## config.mk

```make
export PLATFORM = sky130hd
export DESIGN_NAME = cond_flags_unit
export DESIGN_NICKNAME = d
export VERILOG_FILES = /design/src/rtl/cond_pkg.sv /design/src/rtl/cond_check.sv /design/src/rtl/cond_flags_unit.sv
export SDC_FILE = /design/constraint.sdc
export NUM_CORES = 1
export LEC_CHECK = 0
export BUFFER_PORTS_ARGS = -buffer_cell sky130_fd_sc_hd__buf_4
export CORE_AREA = 2 2 39 41
export DETAILED_ROUTE_END_ITERATION = 8
export DIE_AREA = 0 0 41 43
export GPL_ROUTABILITY_DRIVEN = 0
export HOLD_SLACK_MARGIN = 0.15
export PLACE_DENSITY = 0.74
export SLEW_MARGIN = 20
export SYNTH_ARGS = -nofsm -noshare
export SYNTH_HDL_FRONTEND = slang
export SYNTH_SLANG_ARGS = --single-unit
```

## constraint.sdc

```tcl
create_clock -name clk -period 2.12 [get_ports clk]
set_input_delay 0.106 -clock clk [delete_from_list [all_inputs] [get_ports clk]]
set_output_delay 0.106 -clock clk [all_outputs]
set_load 0.02 [all_outputs]
```

## src/rtl/cond_pkg.sv

```systemverilog
// Shared types and constants for ARM condition evaluation and the NZCV flags.
package cond_pkg;

    typedef logic [3:0] flags_t;

    // Bit positions of the architectural flags inside flags_t ({N,Z,C,V}).
    localparam int FLAG_N = 3;
    localparam int FLAG_Z = 2;
    localparam int FLAG_C = 1;
    localparam int FLAG_V = 0;

    typedef enum logic [3:0] {
        EQ = 4'h0,
        NE = 4'h1,
        CS = 4'h2,
        CC = 4'h3,
        MI = 4'h4,
        PL = 4'h5,
        VS = 4'h6,
        VC = 4'h7,
        HI = 4'h8,
        LS = 4'h9,
        GE = 4'hA,
        LT = 4'hB,
        GT = 4'hC,
        LE = 4'hD,
        AL = 4'hE,
        NV = 4'hF
    } cond_e;

endpackage

```

## src/rtl/cond_check.sv

```systemverilog
// Pure combinational ARM condition check: does cond pass against the given flags.
// Kept standalone so the branch predictor check can reuse it.
module cond_check
    import cond_pkg::*;
(
    input  logic [3:0] cond,
    input  flags_t     flags,
    output logic       pass
);

    logic n_f;
    logic z_f;
    logic c_f;
    logic v_f;

    assign n_f = flags[FLAG_N];
    assign z_f = flags[FLAG_Z];
    assign c_f = flags[FLAG_C];
    assign v_f = flags[FLAG_V];

    // Decode the condition field; the NV encoding is treated as always-pass here.
    always_comb begin
        pass = 1'b1;
        case (cond_e'(cond))
            EQ: pass = z_f;
            NE: pass = ~z_f;
            CS: pass = c_f;
            CC: pass = ~c_f;
            MI: pass = n_f;
            PL: pass = ~n_f;
            VS: pass = v_f;
            VC: pass = ~v_f;
            HI: pass = c_f & ~z_f;
            LS: pass = ~c_f | z_f;
            GE: pass = (n_f == v_f);
            LT: pass = (n_f != v_f);
            GT: pass = ~z_f & (n_f == v_f);
            LE: pass = z_f | (n_f != v_f);
            AL: pass = 1'b1;
            NV: pass = 1'b1;
            default: pass = 1'b1;
        endcase
    end

endmodule

```

## src/rtl/cond_flags_unit.sv

```systemverilog
// Architectural NZCV register plus condition gating of decoder write controls.
// Handshake: an instruction is present when valid_i=1; flush_i squashes it
// (same as valid_i=0); stall_i blocks the flag write and freezes the
// registered output stage. There is no ready/backpressure output.
module cond_flags_unit
    import cond_pkg::*;
#(
    parameter bit     REG_OUT     = 1'b0,
    parameter flags_t RESET_FLAGS = 4'b0000
)
(
    input  logic       clk,
    input  logic       rst,
    input  logic       valid_i,
    input  logic       stall_i,
    input  logic       flush_i,
    input  logic [3:0] cond_i,
    input  logic [1:0] flag_w_i,
    input  logic       reg_w_i,
    input  logic       mem_w_i,
    input  logic       pc_src_i,
    input  logic [3:0] alu_flags_i,
    output logic       cond_ex_o,
    output logic       reg_w_o,
    output logic       mem_w_o,
    output logic       pc_src_o,
    output logic [3:0] flags_o
);

    flags_t     flags_q;
    flags_t     flags_d;
    logic       eff;
    logic       pass;
    logic       cond_ex;
    logic [3:0] gated;

    assign eff = valid_i & ~flush_i;

    // Condition is always judged against the committed flags, never the ALU's.
    cond_check u_cond_check (
        .cond  (cond_i),
        .flags (flags_q),
        .pass  (pass)
    );

    assign cond_ex = eff & pass;
    // Packed as {cond_ex, reg_w, mem_w, pc_src}.
    assign gated   = {cond_ex, reg_w_i & cond_ex, mem_w_i & cond_ex, pc_src_i & cond_ex};

    // Next flags: commit selected halves only for a passing, unstalled instruction.
    always_comb begin
        flags_d = flags_q;
        if (cond_ex && !stall_i) begin
            if (flag_w_i[1]) begin
                flags_d[FLAG_N] = alu_flags_i[FLAG_N];
                flags_d[FLAG_Z] = alu_flags_i[FLAG_Z];
            end
            if (flag_w_i[0]) begin
                flags_d[FLAG_C] = alu_flags_i[FLAG_C];
                flags_d[FLAG_V] = alu_flags_i[FLAG_V];
            end
        end
    end

    // Architectural flag register.
    always_ff @(posedge clk or posedge rst) begin
        if (rst) begin
            flags_q <= RESET_FLAGS;
        end else begin
            flags_q <= flags_d;
        end
    end

    assign flags_o = flags_q;

    generate
        if (REG_OUT) begin : g_reg_out
            logic [3:0] out_q;
            logic [3:0] out_d;

            // Output stage: flush clears even under stall, stall holds, else load.
            always_comb begin
                out_d = out_q;
                if (flush_i) begin
                    out_d = 4'b0000;
                end else if (!stall_i) begin
                    out_d = gated;
                end
            end

            // Registered gated controls.
            always_ff @(posedge clk or posedge rst) begin
                if (rst) begin
                    out_q <= 4'b0000;
                end else begin
                    out_q <= out_d;
                end
            end

            assign {cond_ex_o, reg_w_o, mem_w_o, pc_src_o} = out_q;
        end else begin : g_comb_out
            assign {cond_ex_o, reg_w_o, mem_w_o, pc_src_o} = gated;
        end
    endgenerate

endmodule
```

# After elaboration in Yosys (flattened, before gate mapping)
# Cells that the tools add are included.
# classes
n_bitwise	14
eq_ne	17
n_reduce_logical	6
muxes	1
# op_table
cell	count
$eq 4x4->1 const B	8
$eq 4x3->1 const B	4
$pmux 1 s15	1
$eq 4x2->1 const B	2
$and 1x1->1	7
$not 1->1	5
$eq 4x1->1 const B	1
$logic_not 4->1	1
$reduce_and 2->1	2
$or 1x1->1	2
$reduce_or 2->1	1
$eq 1x1->1	1
$logic_and 1x1->1	1
$logic_not 1->1	1
$ne 1x1->1	1
# totals
word_cells	40
ff_bits	4
inputBits	18

# Logic depth before layout (Yosys ltp)
# depth
depth_word	6
mapped_depth	7
ltp_nobuf	6

# Cells and area by module
# From an unflattened synthesis, not the netlist that was laid out.
# hier_totals
cells_unflattened	46
hier_area_um2	396.6
# modules_own_cells
module	area_each_um2	cells_each	instances
cond_check	201.4	29	1
cond_flags_unit	195.2	17	1

# Least setup slack after synthesis
# Ideal clock, no wire load.
# synth_timing
kind	register to output
startpoint	reg flags_q[0] (netlist: flags_o[0])
endpoint	out mem_w_o
n_path_buf	0
slack_ns	-0.117
t_arrival_ns	2.131
stages_incl_launch_ff	7
cell_sequence	dfrtp_1 nand3_1 a21boi_0 o221ai_1 a221oi_4 nor3_1 and2_1
# synth_via
elab_chain_len	5
elab_cells_between_ends	8
# synth_rtl
element	line	rtl
start, declared	cond_flags_unit.sv:30	flags_t flags_q;
start signal, assigned	cond_flags_unit.sv:70	flags_q <= flags_d;
$ne 1x1->1 / $eq 1x1->1 (equally long branches)	n/a	
$or 1x1->1 / $and 1x1->1 (equally long branches)	cond_check.sv:38, cond_check.sv:37	
$pmux 1 s15 (*)	cond_check.sv:24	case (cond_e'(cond))
$and 1x1->1 (*)	cond_flags_unit.sv:46	assign cond_ex = eff & pass;
net cond_ex_o	cond_flags_unit.sv:23	output logic cond_ex_o,
$and 1x1->1 (*)	cond_flags_unit.sv:48	assign gated = {cond_ex, reg_w_i & cond_ex, mem_w_i & cond_ex, pc_src_i & cond_ex};
end, declared	cond_flags_unit.sv:25	output logic mem_w_o,
# Mark *: on every way through the listed nets, which the timed path passes. The rest lies on a longest branch.

# Worst setup path in the final report
# layout_timing
startpoint	reg flags_q[0] (netlist: flags_o[0])
endpoint	out reg_w_o
# layout_via
elab_chain_len	5
elab_cells_between_ends	8
# layout_rtl
element	line	rtl
$ne 1x1->1 / $eq 1x1->1 (equally long branches)	n/a	
$or 1x1->1 / $and 1x1->1 (equally long branches)	cond_check.sv:38, cond_check.sv:37	
$pmux 1 s15 (*)	cond_check.sv:24	
$and 1x1->1 (*)	cond_flags_unit.sv:46	
$and 1x1->1 (*)	cond_flags_unit.sv:48	
end, declared	cond_flags_unit.sv:24	output logic reg_w_o,
# Every way passes the cells marked *; elsewhere a longest branch is shown, timed or not.

==> impl_metrics.tcl <==
set metrics [dict create \
    cts_tree "built" \
    nFillCells 129 \
    cts_buffer_depth 2 \
    antenna_found_initial 0 \
    h-tree-depth 1 \
    holdWs_ns 0.217 \
    fin_setup_tns_ns 0 \
    wire_per_inst_um 12.5 \
    power_mw 0.601 \
    maxCapViolations 0 \
    critical_path.max_stage_delay_ns 0.42 \
    final_antenna_net_count 0 \
    worstPathArrival_ns 1.98 \
    clock-sinks 4 \
    synth_area_um2 428 \
    powerDensity_nw_per_um2 750 \
    crit_top_cell "xnor2_2" \
    path_class "flip-flop to output port" \
    crit_family "simple AND/OR/NAND/NOR gates" \
    synthCells 52 \
    grt_start_max_net_pins 13 \
    numCtsBuffers 3 \
    cp_cell_sequence "buf_4, xnor2_2, a22oi_2, xnor2_2, a221oi_4, nor3_2, and2_4, buf_6" \
    dieArea_um2 1760 \
    report.final.hold_viol_count 0 \
    final_common_cell "buf_4" \
    drc 0 \
    antenna_cells 0 \
    start_util_pct 30.9 \
    finClkSkew_ns 0.000948 \
    setup_viol 0 \
    status "complete, no violations" \
    ys.flop_type "dfrtp_1" \
    peakVddDrop_mv 0.353 \
    core_um2 1380 \
    synth-edff-count 0 \
    critical_path.endpoint_type "output port" \
    start_kind "flip-flop" \
    fin_crit_sh_pct 98.2 \
    worstPathMaxFanout 5 \
    pin_count 26 \
    largest_reg_flops 4 \
    worstPathRequired_ns 2.01 \
    ys_types 32 \
    synth-seq-cells 4 \
    die_height_um 43 \
    rows 14 \
    vias 535 \
    io_buffer_count 25 \
    drive_gt1_share_pct 52.3 \
    cp_slowest_cell "dfrtp_2" \
    syn_to_final_growth_pct 87.1 \
    first_pass_iters 4 \
    clock_latency_ns 0.23 \
    drt_iter0_drc 5 \
    grt_pass1_vias 496 \
    hp-class "input port to flip-flop" \
    syn_area_per_cell_um2 8.23 \
    worst-path-buf-inv 2 \
    finalMaxSlewViolations 0 \
    worstMarginPinSlew_ns 0.306 \
    fp.dieW_um 41 \
    routed_wl_mm 1.30 \
    cts_root_buffer "clkbuf_4" \
    p_leak_nw 0.376 \
    max_slew_margin_pct 79.3 \
    multi_input_area_um2 344 \
    final-seq-area_um2 101 \
    grt_util_all_layers_pct 16.0 \
    final_cell_mix "29 x buf_4, 5 x nand2_1, 5 x dlygate4sd3_1" \
    grt-ovfl-total 0 \
    syn_nets 70 \
    final_nets 108 \
    fmax_ghz 0.480 \
    ys_async_sr_fraction_pct 100 \
    via_per_inst 5.14 \
    ys_warn_count 0 \
    grt_first_pass_wirelength_mm 1.93 \
    fin_crit_ns 2.08 \
    dpl.hpwl_um 825 \
    synth-seq-area-share_pct 23.4 \
    clkSlewWorstSetupHoldPaths_ns 0.04 \
]
worst register-to-register path: cells and delay by family, from the launching register on:
kind / cells / cell delay, ns
flip-flops: 1 / 0.42
multiplexers: 1 / 0.35
buffers and inverters: 2 / 0.31
XOR/XNOR: 2 / 0.30
AO/OA/AOI/OAI: 2 / 0.29
AND/OR/NAND/NOR: 1 / 0.23
metrics by stage:
| step | std cells | instance area, um^2 | utilization, % | setup slack (ns) |
|---|---|---|---|---|
| floorplan | 52 | 433 | - | 0.0111 |
| global placement | 91 | 638 | 46.1 | 0.112 |
| detailed placement | 91 | 638 | 46.1 | 0.0498 |
| CTS | 102 | 746 | 53.9 | 0.00750 |
| global route | 104 | 801 | 57.9 | -0.0164 |
| finish | 104 | 801 | 57.9 | 0.0372 |
metal layers:
| layer | routed length [um] | vias to the layer above | GRT usage [%] |
|---|---|---|---|
| met5 | 0 | - | 0 |
| met4 | 22 | 0 | 10.0 |
| met3 | 49 | 2 | 3.66 |
| met2 | 684 | 12 | 24.7 |
| met1 | 542 | 260 | 18.8 |
| li1 | - | 261 | - |
report_power, final:
group | internal [mW] | total (mW) | switching, mW
logic | 0.203 | 0.375 | 0.172
clock network | 0.0631 | 0.0907 | 0.0276
registers | 0.104 | 0.135 | 0.0308
total | 0.370 | 0.601 | 0.231
cell type report:
type,instances,area share [%]
clock buffer,3,2.81
sequential,4,12.7
timing repair buffer,37,37.7
tap,16,2.50
inverter,3,1.41
multi-input combinational,41,43.0
synth_stat cells (2+ instances only):
cell type | count | area (um^2)
o21ai_0 | 2 | 10.0
dfrtp_1 | 4 | 100
and2_1 | 3 | 18.8
nor2b_1 | 2 | 12.5
nor3_1 | 3 | 15.0
nor2_1 | 3 | 11.3
nand2_1 | 5 | 18.8
xnor2_1 | 2 | 17.5
inv_1 | 3 | 11.3
mux2_1 | 3 | 33.8
what timing repair did:
action	4_1_cts	5_1_grt
pin swaps	4	6
endpoints found under the setup margin	4	7
gates resized for setup	6	7
setup buffers	3	2
hold buffers	5	0
hold endpoints to repair	8	0
kinds of logic (layout without fill, tap and decap cells):
group	after synthesis	in the layout	share of synthesized area [%]
flip-flops	4	4	23.4
AND/OR/NAND/NOR	23	23	30.7
XOR/XNOR	3	3	6.14
AO/OA/AOI/OAI	12	12	25.2
buffers and inverters	7	43	6.72
multiplexers	3	3	7.89
worst paths after layout:
| check | start | end | slack (ns) | cells after the start |
|---|---|---|---|---|
| max | flags_o[0] | reg_w_o | 0.04 | 8 |
| min | flag_w_i[1] | flags_o[2] | 0.22 | 3 |
| max reg2reg | flags_o[0] | flags_o[0] | 0.09 | 8 |
| min reg2reg | flags_o[1] | flags_o[1] | 0.57 | 1 |
| max in group asynchronous | rst | flags_o[0] | 1.64 | 3 |
| min in group asynchronous | rst | flags_o[1] | 0.31 | 3 |
(Power assumes the default switching activity.)
